File: src/rtl/uart_receive_buffer_ctrl_pkg.sv
// Shared definitions for the UART receive buffer controller.
// Provides the entry layout {bi, fe, pe, data[7:0]}, the trigger-level
// constants with their select decode, and the timeout counter width.
package uart_rx_pkg;

    localparam int ENTRY_W = 11;
    localparam int BI_IDX  = 10;
    localparam int FE_IDX  = 9;
    localparam int PE_IDX  = 8;

    localparam logic [4:0] TRIG_LVL_1  = 5'd1;
    localparam logic [4:0] TRIG_LVL_4  = 5'd4;
    localparam logic [4:0] TRIG_LVL_8  = 5'd8;
    localparam logic [4:0] TRIG_LVL_14 = 5'd14;

    localparam int TMO_W = 10;

    function automatic logic [4:0] trig_level(input logic [1:0] sel);
        case (sel)
            2'b00:   trig_level = TRIG_LVL_1;
            2'b01:   trig_level = TRIG_LVL_4;
            2'b10:   trig_level = TRIG_LVL_8;
            default: trig_level = TRIG_LVL_14;
        endcase
    endfunction

endpackage

File: src/rtl/uart_receive_buffer_ctrl_if.sv
// Bus between the receiver/host side and the receive buffer controller.
// slave  : the buffer controller (consumes receiver status and host strobes,
//          drives read data and status flags).
// master : the receiver top / register file driving it.
interface uart_receive_buffer_ctrl_if;
    logic [7:0] rsr_data;
    logic       parity_error;
    logic       frame_error;
    logic       uart_break;
    logic       receive_load_en;
    logic       sample_edge;
    logic       fifo_en;
    logic       rx_fifo_rst;
    logic [1:0] rx_trig;
    logic       rbr_rd;
    logic       lsr_rd;
    logic [7:0] rbr_data;
    logic       dr;
    logic       oe;
    logic       pe;
    logic       fe;
    logic       bi;
    logic       rx_fifo_err;
    logic       rx_trig_int;
    logic       rx_timeout_int;
    logic [4:0] rx_count;

    modport slave (
        input  rsr_data, parity_error, frame_error, uart_break, receive_load_en,
               sample_edge, fifo_en, rx_fifo_rst, rx_trig, rbr_rd, lsr_rd,
        output rbr_data, dr, oe, pe, fe, bi, rx_fifo_err, rx_trig_int,
               rx_timeout_int, rx_count
    );

    modport master (
        output rsr_data, parity_error, frame_error, uart_break, receive_load_en,
               sample_edge, fifo_en, rx_fifo_rst, rx_trig, rbr_rd, lsr_rd,
        input  rbr_data, dr, oe, pe, fe, bi, rx_fifo_err, rx_trig_int,
               rx_timeout_int, rx_count
    );
endinterface

File: src/rtl/uart_receive_buffer_ctrl_fifo.sv
// 16-entry circular receive store.
// Ports: pclk/presetn clock and async active-low reset; clr empties the
// store; push writes wdata at the tail; pop advances the head; overwrite
// replaces the head entry in place (single-entry overrun); head is the
// entry at the read pointer; count is the number of entries held (0..16).
module uart_rx_fifo
    import uart_rx_pkg::*;
(
    input  logic               pclk,
    input  logic               presetn,
    input  logic               clr,
    input  logic               push,
    input  logic               pop,
    input  logic               overwrite,
    input  logic [ENTRY_W-1:0] wdata,
    output logic [ENTRY_W-1:0] head,
    output logic [4:0]         count
);

    logic [ENTRY_W-1:0] mem [16];
    logic [3:0]         wptr;
    logic [3:0]         rptr;

    always_ff @(posedge pclk or negedge presetn) begin
        if (!presetn) begin
            for (int i = 0; i < 16; i++) mem[i] <= '0;
            wptr  <= '0;
            rptr  <= '0;
            count <= '0;
        end else if (clr) begin
            wptr  <= '0;
            rptr  <= '0;
            count <= '0;
        end else begin
            if (push) begin
                mem[wptr] <= wdata;
                wptr      <= wptr + 4'd1;
            end else if (overwrite) begin
                mem[rptr] <= wdata;
            end
            if (pop) rptr <= rptr + 4'd1;
            case ({push, pop})
                2'b10:   count <= count + 5'd1;
                2'b01:   count <= count - 5'd1;
                default: count <= count;
            endcase
        end
    end

    assign head = mem[rptr];

endmodule

File: src/rtl/uart_receive_buffer_ctrl.sv
// UART receive buffer controller.
// Captures received characters with their status into a 16-entry FIFO (or
// a single holding entry when the FIFO is disabled), serves host reads and
// produces data-ready, overrun, error, trigger and character-timeout flags.
// Ports: pclk clock; presetn async active-low reset; bus (slave modport)
// carries receiver inputs, host strobes and all status outputs.
module uart_receive_buffer_ctrl
    import uart_rx_pkg::*;
#(
    parameter int DEPTH         = 16,
    parameter int TIMEOUT_TICKS = 640
) (
    input logic                       pclk,
    input logic                       presetn,
    uart_receive_buffer_ctrl_if.slave bus
);

    localparam logic [4:0]       DEPTH_CNT = 5'(DEPTH);
    localparam logic [TMO_W-1:0] TMO_MAX   = TMO_W'(TIMEOUT_TICKS);

    logic [ENTRY_W-1:0] head;
    logic [ENTRY_W-1:0] wdata;
    logic [4:0]         count;
    logic [4:0]         err_cnt;
    logic [TMO_W-1:0]   tmo_cnt;
    logic               fifo_en_q;
    logic               oe_q;
    logic               clr, empty, at_cap;
    logic               push, pop, overwrite, overrun;
    logic               new_err, head_err;

    assign wdata    = {bus.uart_break, bus.frame_error, bus.parity_error, bus.rsr_data};
    assign new_err  = bus.uart_break | bus.frame_error | bus.parity_error;
    assign head_err = |head[BI_IDX:PE_IDX];

    // Toggling FIFO mode empties the store just like an explicit reset pulse.
    assign clr    = bus.rx_fifo_rst | (bus.fifo_en != fifo_en_q);
    assign empty  = (count == 5'd0);
    assign at_cap = bus.fifo_en ? (count == DEPTH_CNT) : (count == 5'd1);

    // A pop in the same cycle frees a slot, so a full store still accepts.
    assign pop       = bus.rbr_rd & ~empty & ~clr;
    assign push      = bus.receive_load_en & ~clr & (~at_cap | pop);
    assign overrun   = bus.receive_load_en & ~clr & at_cap & ~pop;
    assign overwrite = overrun & ~bus.fifo_en;

    uart_rx_fifo u_fifo (
        .pclk      (pclk),
        .presetn   (presetn),
        .clr       (clr),
        .push      (push),
        .pop       (pop),
        .overwrite (overwrite),
        .wdata     (wdata),
        .head      (head),
        .count     (count)
    );

    always_ff @(posedge pclk or negedge presetn) begin
        if (!presetn) begin
            fifo_en_q <= 1'b0;
            oe_q      <= 1'b0;
            err_cnt   <= '0;
            tmo_cnt   <= '0;
        end else begin
            fifo_en_q <= bus.fifo_en;

            if (overrun)         oe_q <= 1'b1;
            else if (bus.lsr_rd) oe_q <= 1'b0;

            // An in-place overwrite both removes the old head and adds the new one.
            if (clr)
                err_cnt <= '0;
            else
                err_cnt <= err_cnt
                           + {4'd0, (push | overwrite) & new_err}
                           - {4'd0, (pop | overwrite) & head_err};

            if (clr || push || pop || overwrite || empty || !bus.fifo_en)
                tmo_cnt <= '0;
            else if (bus.sample_edge && tmo_cnt != TMO_MAX)
                tmo_cnt <= tmo_cnt + 1'b1;
        end
    end

    assign bus.dr             = ~empty;
    assign bus.rbr_data       = empty ? 8'h00 : head[7:0];
    assign bus.pe             = ~empty & head[PE_IDX];
    assign bus.fe             = ~empty & head[FE_IDX];
    assign bus.bi             = ~empty & head[BI_IDX];
    assign bus.oe             = oe_q;
    assign bus.rx_fifo_err    = (err_cnt != 5'd0);
    assign bus.rx_trig_int    = bus.fifo_en ? (count >= trig_level(bus.rx_trig)) : ~empty;
    assign bus.rx_timeout_int = (tmo_cnt == TMO_MAX);
    assign bus.rx_count       = count;

endmodule
File: src/flat_wrapper.sv
// flat-port wrapper written by rule: the top's interface ports become plain ports
module uart_receive_buffer_ctrl_flat import uart_rx_pkg::*;
#(
    parameter int DEPTH         = 16,
    parameter int TIMEOUT_TICKS = 640
)
  (pclk, presetn, bus_rsr_data, bus_parity_error, bus_frame_error, bus_uart_break, bus_receive_load_en, bus_sample_edge, bus_fifo_en, bus_rx_fifo_rst, bus_rx_trig, bus_rbr_rd, bus_lsr_rd, bus_rbr_data, bus_dr, bus_oe, bus_pe, bus_fe, bus_bi, bus_rx_fifo_err, bus_rx_trig_int, bus_rx_timeout_int, bus_rx_count);
  uart_receive_buffer_ctrl_if bus_i ();
  input logic pclk;
  input logic presetn;
  input wire logic [$bits(bus_i.rsr_data)-1:0] bus_rsr_data;
  input wire logic [$bits(bus_i.parity_error)-1:0] bus_parity_error;
  input wire logic [$bits(bus_i.frame_error)-1:0] bus_frame_error;
  input wire logic [$bits(bus_i.uart_break)-1:0] bus_uart_break;
  input wire logic [$bits(bus_i.receive_load_en)-1:0] bus_receive_load_en;
  input wire logic [$bits(bus_i.sample_edge)-1:0] bus_sample_edge;
  input wire logic [$bits(bus_i.fifo_en)-1:0] bus_fifo_en;
  input wire logic [$bits(bus_i.rx_fifo_rst)-1:0] bus_rx_fifo_rst;
  input wire logic [$bits(bus_i.rx_trig)-1:0] bus_rx_trig;
  input wire logic [$bits(bus_i.rbr_rd)-1:0] bus_rbr_rd;
  input wire logic [$bits(bus_i.lsr_rd)-1:0] bus_lsr_rd;
  output wire logic [$bits(bus_i.rbr_data)-1:0] bus_rbr_data;
  output wire logic [$bits(bus_i.dr)-1:0] bus_dr;
  output wire logic [$bits(bus_i.oe)-1:0] bus_oe;
  output wire logic [$bits(bus_i.pe)-1:0] bus_pe;
  output wire logic [$bits(bus_i.fe)-1:0] bus_fe;
  output wire logic [$bits(bus_i.bi)-1:0] bus_bi;
  output wire logic [$bits(bus_i.rx_fifo_err)-1:0] bus_rx_fifo_err;
  output wire logic [$bits(bus_i.rx_trig_int)-1:0] bus_rx_trig_int;
  output wire logic [$bits(bus_i.rx_timeout_int)-1:0] bus_rx_timeout_int;
  output wire logic [$bits(bus_i.rx_count)-1:0] bus_rx_count;
  assign bus_i.rsr_data = bus_rsr_data;
  assign bus_i.parity_error = bus_parity_error;
  assign bus_i.frame_error = bus_frame_error;
  assign bus_i.uart_break = bus_uart_break;
  assign bus_i.receive_load_en = bus_receive_load_en;
  assign bus_i.sample_edge = bus_sample_edge;
  assign bus_i.fifo_en = bus_fifo_en;
  assign bus_i.rx_fifo_rst = bus_rx_fifo_rst;
  assign bus_i.rx_trig = bus_rx_trig;
  assign bus_i.rbr_rd = bus_rbr_rd;
  assign bus_i.lsr_rd = bus_lsr_rd;
  assign bus_rbr_data = bus_i.rbr_data;
  assign bus_dr = bus_i.dr;
  assign bus_oe = bus_i.oe;
  assign bus_pe = bus_i.pe;
  assign bus_fe = bus_i.fe;
  assign bus_bi = bus_i.bi;
  assign bus_rx_fifo_err = bus_i.rx_fifo_err;
  assign bus_rx_trig_int = bus_i.rx_trig_int;
  assign bus_rx_timeout_int = bus_i.rx_timeout_int;
  assign bus_rx_count = bus_i.rx_count;
  uart_receive_buffer_ctrl #(.DEPTH(DEPTH), .TIMEOUT_TICKS(TIMEOUT_TICKS)) u_core (.pclk(pclk), .presetn(presetn), .bus(bus_i));
endmodule
File: config.mk
export PLATFORM = sky130hd
export DESIGN_NAME = uart_receive_buffer_ctrl_flat
export DESIGN_NICKNAME = d
export VERILOG_FILES = /design/src/rtl/uart_receive_buffer_ctrl_pkg.sv /design/src/rtl/uart_receive_buffer_ctrl_if.sv /design/src/rtl/uart_receive_buffer_ctrl_fifo.sv /design/src/rtl/uart_receive_buffer_ctrl.sv /design/src/flat_wrapper.sv
export SDC_FILE = /design/constraint.sdc
export NUM_CORES = 1
export LEC_CHECK = 0
export BUFFER_PORTS_ARGS = -buffer_cell sky130_fd_sc_hd__buf_4
export CORE_ASPECT_RATIO = 1.25
export CORE_MARGIN = 4
export CORE_UTILIZATION = 50
export CTS_CLUSTER_DIAMETER = 50
export DETAILED_ROUTE_END_ITERATION = 10
export PLACE_DENSITY_LB_ADDON = 0.12
export SYNTH_ARGS = -nofsm -noshare
export SYNTH_HDL_FRONTEND = slang
export SYNTH_SLANG_ARGS = --single-unit
File: constraint.sdc
create_clock -name pclk -period 3.9 [get_ports pclk]
set_clock_uncertainty 0.2 [all_clocks]
set_input_delay 0.39 -clock pclk [delete_from_list [all_inputs] [get_ports pclk]]
set_output_delay 0.39 -clock pclk [all_outputs]
set_load 0.05 [all_outputs]
==> key figures, run 1 <==
Worst setup path
  – Category of the most critical setup path: flip-flop to flip-flop
  – Worst-path maximum fanout: 5
  – CP Launch Type: flip-flop
  – Crit path largest cell delay: 530 ps
  – CP top delay family: multiplexers
  – CP arrival: 3900 ps
  – Most common cell on crit path: inv_1
  – CP endpoint kind: flip-flop
  – Flop2flop setup slack: 230 ps
  – Crit path max-delay cell type: mux4_2
  – Worst endpoint required time: 4130 ps
  – Critical-path cell list: buf_12 -> mux4_2 -> mux4_2 -> nor3_2 -> a211oi_1 -> ha_1 -> inv_1 -> ha_1 -> inv_1 -> fa_1 -> inv_1 -> a21oi_1 -> nor2_1 -> or3_1 -> a21oi_1
  – Buf+Inv Stages, Crit Path: 4

Routing
  – Drt total wl: 24.4 mm
  – Antenna Nets Post-Route: 0
  – Via count: 6,192
  – Drt via density: 5.82
  – DRC Markers: 0
  – Average wire per standard cell: 22.9 µm
  – DR pass1 iterations: 4
  – DRT iter0 DRCs: 292

Finish
  – Synth-to-Final Area Change: 15.4%
  – Post-Route Utilization: 0.585
  – Nets: 825
  – Fill cells: 1,598
  – Layout cell share with drive strength beyond 1: 0.369
  – Antenna fix cells: 0

CTS
  – Clk Latency, worst-skew pair: 510 ps
  – Clock sinks: 206
  – H-Tree Depth: 1
  – CTS tree: yes
  – CTS root buf: clkbuf_16
  – Clock-pin slew on the worst setup and hold paths: 70 ps
  – CTS Buf Count: 23
  – Max Root-Sink Buffers: 3

Yosys
  – Cell with the most instances after synthesis: dfrtp_1
  – Syn nets: 764
  – Top cells by count, synth: 206 x dfrtp_1, 108 x mux2_2, 68 x mux2_1
  – Distinct cells, synth: 44
  – Yosys warnings: 0
  – Dominant synthesized flop cell: dfrtp_1
  – Synthesized cell area: 10,200 µm²
  – #FFs+latches synth: 206
  – Post-synth EDFFs: 0
  – Synth area leaders: dfrtp_1 51%, mux2_2 12%, mux4_2 12%, mux2_1 7.5%, ha_1 3.1%
  – Seq/Total Area, Yosys: 0.508
  – Dominant cell type by area after synthesis: dfrtp_1
  – Syn avg cell area: 14.2 µm²
  – Share of the synthesized area in the top cell type: 0.508
  – Asr flop ratio synth: 1.00
  – Cells after synthesis: 717

Place
  – IO Port Bufs: 41
  – HPWL after DPL: 15.5 mm
  – Routability cong.: 0.833

Timing
  – Slew Viols, Final: 0
  – Worst hold margin: 28.4 ps
  – RSZ-0062 raised after global routing: false
  – Final hold vios: 0
  – Least-Margin Pin Slew: 824 ps
  – TNS Setup: 0 ps
  – Slew headroom: 0.450
  – Period utilization: 0.942
  – Achievable Freq: 0.272 GHz
  – Period minus WS final: 3670 ps
  – Setup violators final: 0

Status
  – Status: complete, no violations

Global route
  – Largest net degree at the start of global routing: 99
  – Remaining Overflow, GRT: 0
  – Vias in the first global route: 6,871
  – Initial antenna violation count: 1
  – First-pass GRT wire length: 39.2 mm
  – GRT Overall Usage: 0.223

Job
  – Max-cap violation count: 0

Pwr
  – Power Density: 419 nW/µm²
  – IR drop worst, VDD: 0.374 mV
  – Static Leak: 5.54 nW
  – Total power: 4.91 mW

Die
  – Row count: 58
  – Core area: 20,000 µm²
  – Width of the chip: 135 µm
  – Die Area: 22,700 µm²
  – Initial Utilization: 0.507
  – Die Y: 167 µm
  – IO Pins: 42

Hold path
  – HP Class: primary input to flip-flop
metal layers:
| metal | vias to the layer above | GRT usage | part of all wire |
|---|---|---|---|
| met3 | 63 | 0.0309 | 0.047 |
| met2 | 163 | 0.369 | 0.49 |
| met5 | - | 0 | 0 |
| met4 | 0 | 0.0798 | 0.041 |
| li1 | 2744 | - | - |
| met1 | 3222 | 0.303 | 0.42 |
cell usage in the layout, fill, tap and decap left out, types with 3 or more instances in the layout:
cell,Yosys,layout
dfrtp_1,206,204
mux2_2,108,108
buf_4,4,74
mux2_1,68,68
mux4_2,53,53
nor2_1,29,29
ha_1,25,25
inv_1,23,23
clkbuf_16,0,23
nand2_1,21,21
and2_1,17,17
a22oi_1,14,14
xor2_1,14,14
nand3_1,13,13
a21oi_1,12,12
nand4_1,8,8
o21ai_0,7,7
clkbuf_8,0,7
xnor2_1,6,6
nor2b_1,5,5
and3_1,5,5
or3_1,5,5
o22ai_2,4,4
nor4b_2,4,4
clkbuf_1,21,4
dlygate4sd3_1,0,4
nand4b_1,3,3
nor3_1,4,3
timing repair:
action / 4_1_cts / 5_1_grt
setup buffers: 0 / 2
hold buffers: 4 / 0
endpoints found under the hold margin: 97 / 0
endpoints found under the setup margin: 0 / 1
resized for setup: 0 / 1
layout make-up:
cell class | instances | area [µm²] | share of cell area
sequential | 206 | 5160 | 0.440
multi-input combinational | 443 | 4710 | 0.402
clock buffer | 33 | 673 | 0.0574
timing repair buffer | 81 | 649 | 0.0554
tap | 270 | 338 | 0.0288
clock inverter | 8 | 104 | 0.00886
inverter | 23 | 86.3 | 0.00737
kinds of logic (layout without fill, tap and decap cells):
family / after synthesis / after routing / share of synthesized area
mux: 230 / 230 / 0.314
compound gates: 43 / 43 / 0.0296
fa+ha+maj: 26 / 26 / 0.0328
xor+xnor: 21 / 21 / 0.0189
flops: 206 / 206 / 0.508
simple gates: 123 / 123 / 0.0684
buf+inv: 68 / 145 / 0.0290
registers in the layout, indices dropped and copies added (netlist names):
name	cells
u_core.bus.oe	1
u_core.err_cnt	5
u_core.fifo_en_q	1
u_core.tmo_cnt	10
u_core.u_fifo.count	5
u_core.u_fifo.mem	176
u_core.u_fifo.rptr	4
u_core.u_fifo.wptr	4
metrics by stage:
step	area, µm²	cells	worst slack [ps]
final	11700	1064	225
after global placement	10900	1017	232
after global routing	11700	1064	31.3
after floorplan	10200	717	299
after CTS	11700	1062	179
after detailed placement	10900	1017	200
worst register-to-register path: stages (launching register included):
cell and delay [ps]:
dfrtp_2 440, buf_12 140, mux4_2 480, mux4_2 530, nor3_2 200, a211oi_1 80, ha_1 290, inv_1 40
ha_1 190, inv_1 80, fa_1 210, inv_1 50, a21oi_1 120, nor2_1 70, or3_1 340, a21oi_1 140
power breakdown:
part           internal [mW]  switching [mW]
clock                   1.34           0.876
combinational          0.198           0.229
sequential              2.22          0.0455
total                   3.76            1.15
final timing paths:
kind,from,endpoint,cells past startpoint
max,u_core.u_fifo.rptr[0]$_DFFE_PN0P_,u_core.err_cnt[4]$_DFF_PN0_,15
max in group asynchronous,presetn,u_core.u_fifo.mem[145]$_DFFE_PN0P_,3
min,bus_rsr_data[5],u_core.u_fifo.mem[49]$_DFFE_PN0P_,2
max reg2reg,u_core.u_fifo.rptr[0]$_DFFE_PN0P_,u_core.err_cnt[4]$_DFF_PN0_,15
min reg2reg,u_core.u_fifo.mem[172]$_DFFE_PN0P_,u_core.u_fifo.mem[172]$_DFFE_PN0P_,1
min in group asynchronous,presetn,u_core.u_fifo.count[2]$_DFFE_PN0P_,2
No activity file was read; power rests on OpenSTA's default activity.
==> inputs of run 2 (changes only) <==
CORE_MARGIN = not set   (was 4)
==> run 2 against run 1 <==
Effect of this change: combinational power is essentially flat; sequential share of layout area shrank 0.084 points; die area shrank 7.9%; non-clock buffer count shrank 2; total power grew 1.3%; critical endpoint unchanged; highest routed layer unchanged.
==> key figures, run 2 (synthesis results as in run 1) <==
Status
  – Status: complete, no violations

Hold path
  – HP Start: bus_rsr_data[1]
  – Hold Path Depth: 2 (unchanged)
  – HP Class: primary input to flip-flop
  – Hold endpoint: u_core.u_fifo.mem[78]$_DFFE_PN0P_

Die
  – Row count: 57 (-1.7%)
  – Initial Utilization: 0.516 (+0.00889)
  – Core area: 19,700 µm² (-1.7%)
  – Die Y: 161 µm (-3.6%)
  – Width of the chip: 129 µm (-4.4%)
  – Die Area: 20,900 µm² (-7.9%)
  – IO Pins: 42 (unchanged)

Place
  – Placed Area: 10,800 µm² (-0.22%)
  – IO Port Bufs: 41 (unchanged)
  – Pre-CTS setup slack: 232 ps (+31.9 ps)
  – HPWL after DPL: 15.0 mm (-3.2%)
  – Routability cong.: 0.831 (-0.23%)

Routing
  – DRT iter0 DRCs: 346 (+18%)
  – Drt via density: 5.87 (+0.78%)
  – Drt total wl: 24.1 mm (-1.1%)
  – DR pass1 iterations: 4 (unchanged)
  – Antenna Nets Post-Route: 0 (unchanged)
  – DRC Markers: 0 (unchanged)
  – Average wire per standard cell: 22.7 µm (-0.83%)
  – Via count: 6,223 (+0.50%)

Worst setup path
  – Worst endpoint required time: 4150 ps (+20 ps)
  – Flop2flop setup slack: 250 ps (+30 ps)
  – RR Startpoint: u_core.u_fifo.rptr[0]$_DFFE_PN0P_
  – CP top delay family: simple AND/OR/NAND/NOR gates
  – Critical-path cell list: buf_12 -> mux4_2 -> a22oi_1 -> nand3_1 -> nor3_1 -> a211oi_1 -> ha_1 -> inv_1 -> ha_1 -> inv_1 -> fa_1 -> inv_1 -> a21oi_1 -> nor2_1 -> or3_1 -> a21oi_1
  – CP arrival: 3890 ps (about the same)
  – Worst-path maximum fanout: 18 (+13)
  – R2R cell count: 16 (+1)
  – CP endpoint kind: flip-flop
  – Buf+Inv Stages, Crit Path: 4 (unchanged)
  – Crit path max-delay cell type: mux4_2
  – Most common cell on crit path: inv_1
  – CP Launch Type: flip-flop
  – Reg2reg end: u_core.err_cnt[4]$_DFF_PN0_
  – Category of the most critical setup path: flip-flop to flip-flop
  – Crit path largest cell delay: 520 ps (about the same)

Timing
  – Slew headroom: 0.366 (-0.0841)
  – Final worst slack: 253 ps (+27.3 ps)
  – Slew Viols, Final: 0 (unchanged)
  – Setup violators final: 0 (unchanged)
  – Least-Margin Pin Slew: 951 ps (+126 ps)
  – RSZ-0062 raised after global routing: false
  – Final hold vios: 0 (unchanged)
  – Period utilization: 0.935 (-0.00701)
  – Period minus WS final: 3650 ps (-27.3 ps)
  – Achievable Freq: 0.274 GHz (+0.75%)
  – TNS Setup: 0 ps (unchanged)

Global route
  – GRT Overall Usage: 0.248 (+0.0250)
  – Largest net degree at the start of global routing: 113 (+14%)
  – Vias in the first global route: 6,835 (-0.52%)
  – Remaining Overflow, GRT: 0 (unchanged)
  – First-pass GRT wire length: 38.5 mm (-1.7%)
  – Initial antenna violation count: 1 (unchanged)

Finish
  – Most frequent cells in the layout: 204 x dfrtp_1, 108 x mux2_2, 68 x mux2_1, 68 x buf_4, 53 x mux4_2
  – Fill cells: 1,572 (-1.6%)
  – Post-Route Utilization: 0.596 (+0.0114)
  – Synth-to-Final Area Change: 15.6%
  – Layout cell share with drive strength beyond 1: 0.364 (-0.00550)
  – Multi-input logic area: 4700 µm² (-0.11%)
  – Cell area after layout: 11,700 µm² (+0.19%)
  – Top Registers: u_core.u_fifo.mem x176, u_core.tmo_cnt x10
  – Nets: 825 (unchanged)
  – Biggest register: u_core.u_fifo.mem
  – Commonest non-fill, non-tap cell in the layout: dfrtp_1
  – Reg area: 5160 µm² (unchanged)
  – Largest register FFs: 176 (unchanged)

Job
  – Max-cap violation count: 0 (unchanged)

Pwr
  – IR drop worst, VDD: 0.386 mV (+3.2%)
  – Power Density: 423 nW/µm² (+1.1%)
  – Static Leak: 5.55 nW (+0.17%)

CTS
  – Clock sinks: 206 (unchanged)
  – Post-CTS repair timing setup buffer count: 0 (unchanged)
  – Clock-pin slew on the worst setup and hold paths: 60 ps (about the same)
  – CTS tree: yes
  – CTS Buf Count: 25 (+8.7%)
  – Max Root-Sink Buffers: 3 (unchanged)
  – Clk Latency, worst-skew pair: 530 ps (+20 ps)
  – CTS root buf: clkbuf_16
  – H-Tree Depth: 1 (unchanged)
run 2: cell types whose count changed in the layout (fill, tap and decap cells not counted):
cell	delta
inv_8	+1
buf_4	-6
clkinv_2	+1
dlygate4sd3_1	+4
nor3_2	-1
clkbuf_16	+2
clkinv_4	-1
inv_6	+1
diode_2	+1
nor3_1	+1
bufinv_16	-1
run 2: routing by layer:
| layer | GRT usage | up-vias | wire [µm] |
|---|---|---|---|
| met5 | 0 | - | 0 |
| met4 | 0.0978 | 0 | 873 |
| met3 | 0.0411 | 63 | 1170 |
| met2 | 0.417 | 153 | 12200 |
| met1 | 0.320 | 3271 | 9820 |
| li1 | - | 2736 | - |
run 2: through the flow:
step                      hold slack [ps]  std cells  power, mW
final                                15.6       1061       4.97
after global routing                 16.7       1061       5.17
after CTS                           0.418       1060       5.02
after detailed placement              270       1008       2.73
after global placement                262       1008       2.71
after floorplan                      -106        717       2.56
run 2: cell type report:
type	count	share of cell area
clock inverters	9	0.00767
clock buffers	35	0.0616
repair buffers	79	0.0549
multi-input cells	443	0.401
diodes	1	0.000213
well taps	265	0.0282
flip-flops and latches	206	0.439
inverters	23	0.00735
run 2: worst max path at each step:
| stage | start | end | depth (start not counted) |
|---|---|---|---|
| finish | u_core.u_fifo.rptr[0]$_DFFE_PN0P_ | u_core.err_cnt[4]$_DFF_PN0_ | 16 |
| CTS | u_core.u_fifo.rptr[0]$_DFFE_PN0P_ | u_core.err_cnt[4]$_DFF_PN0_ | 16 |
| detailed placement | u_core.u_fifo.rptr[0]$_DFFE_PN0P_ | u_core.err_cnt[4]$_DFF_PN0_ | 16 |
| floorplan | u_core.u_fifo.rptr[0]$_DFFE_PN0P_ | u_core.err_cnt[4]$_DFF_PN0_ | 17 |
| global route | u_core.u_fifo.rptr[0]$_DFFE_PN0P_ | u_core.err_cnt[4]$_DFF_PN0_ | 16 |
| global placement | u_core.u_fifo.rptr[0]$_DFFE_PN0P_ | u_core.err_cnt[4]$_DFF_PN0_ | 16 |
run 2: where the power goes:
group	total [mW]	switching, mW	internal [mW]
Combinational	0.424	0.226	0.199
Sequential	2.27	0.0455	2.23
Clock	2.28	0.912	1.36
run 2: repair_timing:
item	4_1_cts	5_1_grt
hold endpoints to repair	127	0
gates resized for setup	0	0
hold buffers	8	0
==> inputs of run 3 (changes only) <==
ABC_CLOCK_PERIOD_IN_PS = 3900   (was not set)
PLACE_DENSITY = 0.67   (was not set)
PLACE_DENSITY_LB_ADDON = not set   (was 0.12)
SETUP_SLACK_MARGIN = 0.1   (was not set)
==> run 3 against run 2 <==
Effect of this change: sequential power hardly changed; total power is 0.97% higher; critical path type unchanged; clock power is 2% higher.
==> key figures, run 3 (synthesis results as in run 1) <==
Die
  – Row count: 57 (unchanged)
  – IO Pins: 42 (unchanged)
  – Die Y: 161 µm (unchanged)
  – Core area: 19,700 µm² (unchanged)
  – Initial Utilization: 0.516 (unchanged)
  – Die Area: 20,900 µm² (unchanged)
  – Width of the chip: 129 µm (unchanged)

Global route
  – Initial antenna violation count: 3 (+2)
  – Remaining Overflow, GRT: 0 (unchanged)
  – First-pass GRT wire length: 37.8 mm (-2.0%)
  – GRT Overall Usage: 0.242 (-0.00628)
  – Vias in the first global route: 6,786 (-0.72%)
  – Largest net degree at the start of global routing: 101 (-11%)

Routing
  – DR pass1 iterations: 4 (unchanged)
  – Via count: 6,197 (-0.42%)
  – Drt via density: 5.81 (-0.88%)
  – Average wire per standard cell: 22.4 µm (-1.4%)
  – DRT iter0 DRCs: 345 (-0.29%)
  – DRC Markers: 0 (unchanged)
  – Drt total wl: 23.9 mm (-0.89%)
  – Antenna Nets Post-Route: 0 (unchanged)

Finish
  – Most frequent cells in the layout: 204 x dfrtp_1, 108 x mux2_2, 75 x buf_4
  – Synth-to-Final Area Change: 16.7%
  – Nets: 830 (+0.61%)
  – Non-Filler Instances: 1,066 (+0.47%)
  – Biggest register: u_core.u_fifo.mem
  – Commonest non-fill, non-tap cell in the layout: dfrtp_1
  – Fill cells: 1,540 (-2.0%)
  – Layout cell share with drive strength beyond 1: 0.379 (+0.0152)
  – Largest register FFs: 176 (unchanged)
  – Top Registers: u_core.u_fifo.mem x176, u_core.tmo_cnt x10

Timing
  – Slew Viols, Final: 0 (unchanged)
  – Period utilization: 0.925 (-0.0106)
  – Worst hold margin: 18.6 ps (+3.00 ps)
  – Slew headroom: 0.461 (+0.0946)
  – Final hold vios: 0 (unchanged)
  – Achievable Freq: 0.277 GHz (+1.2%)
  – RSZ-0062 raised after global routing: false
  – TNS Setup: 0 ps (unchanged)
  – Setup violators final: 0 (unchanged)
  – Least-Margin Pin Slew: 809 ps (-142 ps)
  – Period minus WS final: 3610 ps (-41.5 ps)

Worst setup path
  – Reg2reg end: u_core.err_cnt[4]$_DFF_PN0_
  – Flop2flop setup slack: 290 ps (+40 ps)
  – CP arrival: 3840 ps (-50 ps)
  – R2R cell count: 16 (unchanged)
  – Category of the most critical setup path: flip-flop to flip-flop
  – Worst endpoint required time: 4140 ps (about the same)
  – Worst-path maximum fanout: 19 (+1)
  – CP Launch Type: flip-flop
  – CP endpoint kind: flip-flop
  – RR Startpoint: u_core.u_fifo.rptr[1]$_DFFE_PN0P_

Place
  – IO Port Bufs: 41 (unchanged)
  – HPWL after DPL: 15.0 mm (+0.11%)
  – Routability cong.: 0.834 (+0.37%)
  – Dpl cells: 1,009 (+0.099%)

Hold path
  – HP Class: primary input to flip-flop
  – Hold endpoint: u_core.u_fifo.mem[169]$_DFFE_PN0P_
  – Hold Path Depth: 2 (unchanged)
  – HP Start: bus_rsr_data[4]

CTS
  – Clock-pin slew on the worst setup and hold paths: 60 ps (about the same)
  – CTS root buf: clkbuf_16
  – H-Tree Depth: 1 (unchanged)
  – Clk Latency, worst-skew pair: 520 ps (about the same)
  – Clock sinks: 206 (unchanged)
  – CTS tree: yes
  – Max Root-Sink Buffers: 3 (unchanged)
  – CTS Buf Count: 25 (unchanged)

Pwr
  – Logic gate share of total power: 0.086 (about the same)
  – Clock Power Share: 0.462 (+0.004)
  – Seq pwr share: 0.452 (-0.005)
  – Static Leak: 5.60 nW (+0.95%)
  – Internal: 3.83 mW (+1.2%)
  – Sw frac: 0.236 (-0.00160)
  – IR drop worst, VDD: 0.352 mV (-8.6%)
  – Power Density: 424 nW/µm² (about the same)
  – Sw Pwr: 1.19 mW (+0.29%)

Job
  – Max-cap violation count: 0 (unchanged)

Status
  – Status: complete, no violations
[run 3: changes by cell type in the layout (fill, tap and decap cells not counted), sizes merged]
cell	before	now
dlygate4sd3	8	4
buf	70	78
inv	26	25
clkinvlp	1	3
[run 3: stage by stage]
stage	worst slack [ps]	area (µm²)	util	total power, mW
floorplan	299	10200	-	2.56
global placement	251	10900	0.551	2.71
detailed placement	222	10900	0.551	2.73
CTS	194	11700	0.597	5.08
global route	74.7	11800	0.602	5.22
finish	294	11800	0.602	5.02
[run 3: repair_timing]
| item | CTS | global route |
|---|---|---|
| hold buffers | 4 | 0 |
| buffers inserted | 0 | 7 |
| endpoints found under the setup margin | 0 | 1 |
| gates resized for setup | 0 | 2 |
| endpoints found under the hold margin | 101 | 0 |
[run 3: area by class of cell]
cell class | count | area [µm²] | area share
Tap cell | 265 | 332 | 0.0280
Clock inverter | 10 | 115 | 0.00972
Inverter | 23 | 86.3 | 0.00729
Clock buffer | 34 | 739 | 0.0624
Sequential cell | 206 | 5160 | 0.435
Timing Repair Buffer | 84 | 702 | 0.0593
Multi-Input combinational cell | 443 | 4710 | 0.398
Antenna cell | 1 | 2.50 | 0.000211
[run 3: worst max path at each step]
stage / startpoint / to / slack [ps] / depth (start not counted)
6_report: u_core.u_fifo.rptr[1]$_DFFE_PN0P_ / u_core.err_cnt[4]$_DFF_PN0_ / 290 / 16
2_1_floorplan: u_core.u_fifo.rptr[0]$_DFFE_PN0P_ / u_core.err_cnt[4]$_DFF_PN0_ / 300 / 17
3_5_place_dp: u_core.u_fifo.rptr[0]$_DFFE_PN0P_ / u_core.err_cnt[4]$_DFF_PN0_ / 220 / 16
4_1_cts: u_core.u_fifo.rptr[0]$_DFFE_PN0P_ / u_core.err_cnt[4]$_DFF_PN0_ / 190 / 16
5_1_grt: u_core.u_fifo.rptr[1]$_DFFE_PN0P_ / u_core.err_cnt[4]$_DFF_PN0_ / 70 / 16
3_3_place_gp: u_core.u_fifo.rptr[0]$_DFFE_PN0P_ / u_core.err_cnt[4]$_DFF_PN0_ / 250 / 16
[run 3: power groups by stage]
stage	combinational, mW	sequential [mW]	clock, mW
after floorplan	0.268	2.29	0
after global placement	0.410	2.30	0
after detailed placement	0.424	2.31	0
after CTS	0.429	2.27	2.38
after global routing	0.470	2.28	2.47
final	0.432	2.27	2.32
[run 3: critical path, stage by stage, from the launching register on]
cell and delay (ps):
dfrtp_2 650, buf_4 200, mux4_2 290, a22oi_1 210, nand3_1 170, nor3_2 200
a211oi_1 70, ha_1 290, inv_1 40, ha_1 200, inv_1 80, fa_2 210
inv_1 50, a21oi_1 120, nor2_1 60, or3_1 340, a21oi_1 140
[run 3: routing by layer]
layer  global-route usage  vias to the layer above  part of all wire
li1                     -                     2760                 -
met1                0.321                     3226              0.42
met2                0.399                      165              0.50
met3               0.0381                       44             0.049
met4               0.0936                        2             0.031
met5                    0                        -           0.00054
